<file path="config.mk">
export PLATFORM = sky130hd
export DESIGN_NAME = fetch_pc_ctrl
export DESIGN_NICKNAME = d
export VERILOG_FILES = /design/src/rtl/fetch_pc_ctrl.sv
export SDC_FILE = /design/constraint.sdc
export NUM_CORES = 1
export LEC_CHECK = 0
export ABC_CLOCK_PERIOD_IN_PS = 5100
export CELL_PAD_IN_SITES_DETAIL_PLACEMENT = 1
export CELL_PAD_IN_SITES_GLOBAL_PLACEMENT = 1
export CORE_MARGIN = 1.5
export CORE_UTILIZATION = 40
export CTS_BUF_LIST = sky130_fd_sc_hd__clkbuf_4 sky130_fd_sc_hd__clkbuf_8
export CTS_CLUSTER_SIZE = 25
export DETAILED_ROUTE_END_ITERATION = 7
export GPL_TIMING_DRIVEN = 0
export PLACE_DENSITY_LB_ADDON = 0.1
export SYNTH_ARGS = -nofsm -noshare
export SYNTH_HDL_FRONTEND = slang
export SYNTH_SLANG_ARGS = --single-unit
export TNS_END_PERCENT = 100
</file>
<file path="constraint.sdc">
create_clock -name clk -period 5.1 [get_ports clk]
set_input_delay 1.53 -clock clk [delete_from_list [all_inputs] [get_ports clk]]
set_output_delay 1.53 -clock clk [all_outputs]
set_load 0.005 [all_outputs]
</file>
<file path="src/rtl/fetch_pc_ctrl.sv">
// IF-stage program-counter controller for the 16-bit pipelined MIPS.
// It owns the PC register and the instruction-memory fetch handshake, and it
// applies branch/jump redirects that were resolved in ID. A redirect that
// cannot take effect in the cycle it is requested is held until the fetch
// can advance. The wrong-path IF/ID entry is flushed when a redirect is
// applied, and applied redirects are counted with a saturating counter.
module fetch_pc_ctrl #(
  parameter int                 ADDR_W   = 16,
  parameter logic [ADDR_W-1:0]  RESET_PC = '0,
  parameter int                 PC_INC   = 1
) (
  input  logic              clk,
  input  logic              rst,
  input  logic              br_cond,
  input  logic [ADDR_W-1:0] br_target,
  input  logic              stall,
  input  logic              imem_ready,
  output logic              imem_req,
  output logic [ADDR_W-1:0] pc,
  output logic [ADDR_W-1:0] pc_next_seq,
  output logic              if_id_flush,
  output logic              redirect_pending,
  output logic [15:0]       taken_cnt
);

  typedef enum logic [1:0] {
    S_BOOT       = 2'd0,
    S_RUN        = 2'd1,
    S_REDIR_WAIT = 2'd2
  } state_t;

  state_t            r_state;
  state_t            w_state_next;
  logic [ADDR_W-1:0] r_pc;
  logic [ADDR_W-1:0] r_pend_target;
  logic [15:0]       r_taken_cnt;

  logic              w_imem_req;
  logic              w_adv;
  logic              w_apply;
  logic              w_capture;
  logic              w_seq_step;
  logic [ADDR_W-1:0] w_pc_inc;

  // Fetch advances only when a request is out, memory accepts it and the
  // hazard unit is not freezing IF/ID.
  assign w_adv    = w_imem_req & imem_ready & ~stall;
  assign w_pc_inc = r_pc + ADDR_W'(PC_INC);

  // State register; rst has priority over every other input.
  always_ff @(posedge clk) begin
    // NOTE: sequential state uses non-blocking assignments so every register
    // samples the pre-edge values of its neighbours.
    if (rst) begin
      r_state <= S_BOOT;
    end else begin
      r_state <= w_state_next;
    end
  end

  // Next-state logic: BOOT lasts one cycle; a blocked redirect parks in
  // REDIR_WAIT until the fetch can advance.
  always_comb begin
    // NOTE: default assignment first so no path through this block infers a latch.
    w_state_next = r_state;
    unique case (r_state)
      S_BOOT:       w_state_next = S_RUN;
      S_RUN:        if (br_cond && !w_adv) w_state_next = S_REDIR_WAIT;
      S_REDIR_WAIT: if (w_adv) w_state_next = S_RUN;
      default:      w_state_next = S_BOOT;
    endcase
  end

  // Output/control decode from the current state and handshake.
  always_comb begin
    w_imem_req = 1'b0;
    w_apply    = 1'b0;
    w_capture  = 1'b0;
    w_seq_step = 1'b0;
    unique case (r_state)
      S_BOOT: begin
        w_imem_req = 1'b0;
      end
      S_RUN: begin
        w_imem_req = 1'b1;
        w_apply    = br_cond & w_adv;
        w_capture  = br_cond & ~w_adv;
        w_seq_step = ~br_cond & w_adv;
      end
      S_REDIR_WAIT: begin
        // br_cond/br_target are ignored here: the same branch is still in ID.
        w_imem_req = 1'b1;
        w_apply    = w_adv;
      end
      default: begin
        w_imem_req = 1'b0;
      end
    endcase
  end

  // PC, pending target and taken counter updates.
  always_ff @(posedge clk) begin
    if (rst) begin
      r_pc          <= RESET_PC;
      r_pend_target <= '0;
      r_taken_cnt   <= '0;
    end else begin
      if (w_apply) begin
        r_pc <= (r_state == S_REDIR_WAIT) ? r_pend_target : br_target;
      end else if (w_seq_step) begin
        r_pc <= w_pc_inc;
      end
      if (w_capture) begin
        r_pend_target <= br_target;
      end
      if (w_apply && (r_taken_cnt != 16'hFFFF)) begin
        r_taken_cnt <= r_taken_cnt + 16'd1;
      end
    end
  end

  assign imem_req         = w_imem_req;
  assign pc               = r_pc;
  assign pc_next_seq      = w_pc_inc;
  // Reset wins over a redirect that would otherwise apply in the same cycle.
  assign if_id_flush      = w_apply & ~rst;
  assign redirect_pending = (r_state == S_REDIR_WAIT);
  assign taken_cnt        = r_taken_cnt;

endmodule

</file>
# After elaboration in Yosys (flattened, before gate mapping)
# Cells that the tools add are included.
[op_classes] add_sub_neg=2 n_mul=0 div=0 n_lt_le_gt_ge=0 n_eq_ne=5 shift=0 muxes=10 bitwise=10 n_reduce_logical=7
[op_table] cell="$mux W16" count=3
[op_table] cell="$add A16 B1 Y16 const B" count=2
[op_table] cell="$ne A16 B16 Y1 const B" count=1
[op_table] cell="$and A1 B1 Y1" count=6
[op_table] cell="$pmux W2 S3" count=1
[op_table] cell="$mux W2" count=2
[op_table] cell="$not A1 Y1" count=4
[op_table] cell="$mux W1" count=3
[op_table] cell="$eq A2 B1 Y1 const B" count=1
[op_table] cell="$eq A2 B2 Y1 const B" count=1
[op_table] cell="$logic_and A1 B1 Y1" count=2
[op_table] cell="$logic_not A2 Y1" count=1
[op_table] cell="$ne A2 B1 Y1 const B" count=1
[op_table] cell="$ne A2 B2 Y1 const B" count=1
[op_table] cell="$pmux W1 S2" count=1
[op_table] cell="$reduce_and A2 Y1" count=1
[op_table] cell="$reduce_bool A2 Y1" count=1
[op_table] cell="$reduce_or A2 Y1" count=1
[op_table] cell="$logic_not A1 Y1" count=1
[word_totals] ff_bits=50 latch_bits=0 mem_bits_rw=0 mem_bits_ro=0 output_inout_bits=51 word_cells=38 mem_count=0

# Depth between registers and ports, before layout
[depth] ltp_word=9 mapped_depth=9

# Worst setup path after synthesis
# No wires, ideal clock.
[synth_timing] path_type="in2out" from="input port rst" to="output port if_id_flush" t_arrival_ps=2148 setup_slack_ps=1422 path_stages=3 path_buffers=2 cell_sequence="clkbuf_1 -> clkbuf_1 -> nor2_1"
[synth_via] elab_chain_len=2
[synth_lines] item="from (decl)" line_no="13" source="input logic rst,"
[synth_lines] item="$not A1 Y1" line_no="126" source="assign if_id_flush = w_apply & ~rst;"
[synth_lines] item="$and A1 B1 Y1" line_no="126"
[synth_lines] item="to (decl)" line_no="21" source="output logic if_id_flush,"
# No other way between the ends.

# Worst setup path in the final report
# Same ends and word-level chain as after synthesis.

==> flow_summary.ini <==
[routing]
wire_per_inst_um = 17.6
num_vias = 3082
wl_mm = 9.32
drt.antenna.violating_nets = 0
dr.pass1.iters = 4
drc = 0
first_iter_violations = 129
avgViaCountPerCell = 5.80

[synthesis]
ys_seq_elements = 50
synthMostInstantiatedCell = dfxtp_1
synthesis.nets = 382
yosys.area.top_type = dfxtp_1
syn_area_per_cell_um2 = 8.13
syn-cell-area_mm2 = 0.00289
synth-async-reset-ratio_pct = 0
yosys_warnings = 0
synth_ff_type = dfxtp_1
syn_inst = 356
yosysSeqAreaShare_pct = 34.6
synth_area_leaders = dfxtp_1 35%, mux2i_1 6.6%, nor2_1 5.1%
synth.distinct_cells = 47
ys_top_cells_by_count = 50 x dfxtp_1, 39 x nor2_1, 28 x a21oi_1
synth_edf_count = 0
yosysTopAreaCellShare_pct = 34.6

[timing]
fin_setup_tns_ns = 0
period_share_pct = 95.6
drv_slew = 0
fmax_mhz = 205
setup_viol = 0
clock_skew_ns = 0.00825
slew_headroom_pct = 40.0
setup_slack_ns = 0.223
worst_slew_pin_slew_ns = 0.896
hold_violations = 0
finalCriticalPeriod_ns = 4.88
rsz0062_at_grt = false

[die]
row_count = 30
start_util_pct = 41.9
ios = 72
die_area_mm2 = 0.00775
die_h_um = 88.0
dieWidth_um = 88.0
coreArea_mm2 = 0.00691

[worst_setup_path]
worstSetupStartpointType = primary input
critPathArrivalTime_ns = 3.35
worstPathRequired_ns = 3.57
cp_max_fo = 10
critical_path_class = in -> out
worst_setup_path_end_kind = output pin

[place]
dpl.hpwl_mm = 7.02
gp_congestion = 0.867
preCtsSetupSlack_ns = 0.00872
dp.cells = 523
io_buffers = 71

[grt]
track_usage_pct = 25.1
grt_max_degree = 15
grt_pass1_vias = 3067
grt_pass1_wl_mm = 15.0
grt_overflow_total = 0
antenna_found_initial = 0

[layout]
diodes = 0
fin_cells = 531
syn_to_final_growth_pct = 32.6
final_nets = 460
drive_above_1_share_pct = 5.52

[cts]
ctsHoldBuffers = 0
cts_setup_buffers = 0
clock_path_buffers = 2
cts_sinks = 50
cts.clk_slew.worst_paths_ns = 0.10
cts_root_buffer = clkbuf_8
cts_buffers = 5
cts_tree = yes
htree_levels = 2
insertion_delay_ns = 0.31

[hold_path]
hold_path.class = reg -> reg

[power_and_ir_drop]
leakage_nw = 1.37
power.density_mw_per_mm2 = 234
ir_worst_vdd_mv = 0.131

[job]
maxCapViolations = 0

[run_status]
status = finished clean
routing by layer:
metal | track usage (%) | part of all wire (%) | vias up
li1 | - | - | 1476
met1 | 31.9 | 46 | 1511
met2 | 43.9 | 49 | 77
met3 | 3.68 | 3.5 | 18
met4 | 7.39 | 1.8 | 0
met5 | 0 | 0 | -
stage by stage:
stage	hold slack (ns)	cell area, µm²	utilization (%)	power, mW
after floorplan	0.454	2890	-	0.545
after detailed placement	0.486	3720	53.9	0.631
after global routing	0.542	3830	55.5	0.942
final	0.505	3830	55.5	0.899
after global placement	0.466	3720	53.9	0.625
after CTS	0.508	3830	55.5	0.902
worst max-delay path, stage by stage:
cell	delay (ns)
clkdlybuf4s50_1	0.54
clkbuf_1	0.37
clkbuf_2	0.34
nor2_1	0.09
clkdlybuf4s50_1	0.46
path summary, 6_finish.rpt:
check	startpoint	end	slack, ns	cells past startpoint
worst min register to register	r_pend_target[11]	r_pend_target[11]	0.50	2
worst max-delay path	rst	if_id_flush	0.22	5
worst max register to register	r_state[0]	pc[4]	2.50	7
worst min-delay path	r_pend_target[11]	r_pend_target[11]	0.50	2
cells by family (layout without fill, tap and decap cells):
logic type	count (synthesis)	in the layout	share of synthesized area, %
AOI/OAI and AO/OA	92	92	21.2
xor gates and xnor gates	14	14	4.24
adders and majority gates	5	5	2.16
buffers and inverters	34	113	4.58
DFF	50	50	34.6
muxes	21	21	7.35
and+or+nand+nor	140	140	25.9
cell usage in the layout, fill, tap and decap left out, types with 5 or more instances in the layout:
master,synthesis,routed
clkbuf_8,0,8
nor2b_1,7,7
a21oi_1,28,28
clkbuf_1,22,21
o31ai_1,9,9
mux2i_1,19,19
inv_1,8,8
xnor2_1,10,10
nor2_1,39,39
ha_1,5,5
or4_1,6,6
or3_1,8,8
o21ai_0,17,17
nand3_1,15,15
nand4_1,12,12
dfxtp_1,50,50
a211oi_1,9,9
clkdlybuf4s50_1,0,71
nand2_1,24,24
cell type report:
class                   count  area [µm²]
fillers                   869        3070
multi-input cells         272        1760
flip-flops and latches     50        1000
repair buffers             71         711
well taps                  96         120
clock buffers               8         110
plain buffers              26         104
inverters                   8        30.0
timing repair:
action                     CTS  global route
gates resized for setup      0             2
hold endpoints to repair     0             0
setup endpoints to repair    0             1
sequential cells by signal, summed over array words and instances, names as in the netlist:
| signal | count |
|---|---|
| taken_cnt | 16 |
| r_pend_target | 16 |
| pc | 16 |
| r_state | 2 |
where the power goes:
group	leakage [nW]	internal, mW	switching, mW
logic	0.908	0.0921	0.106
clock network	0.0575	0.137	0.138
registers	0.405	0.409	0.0166
total	1.37	0.639	0.261
(Power assumes the default switching activity.)
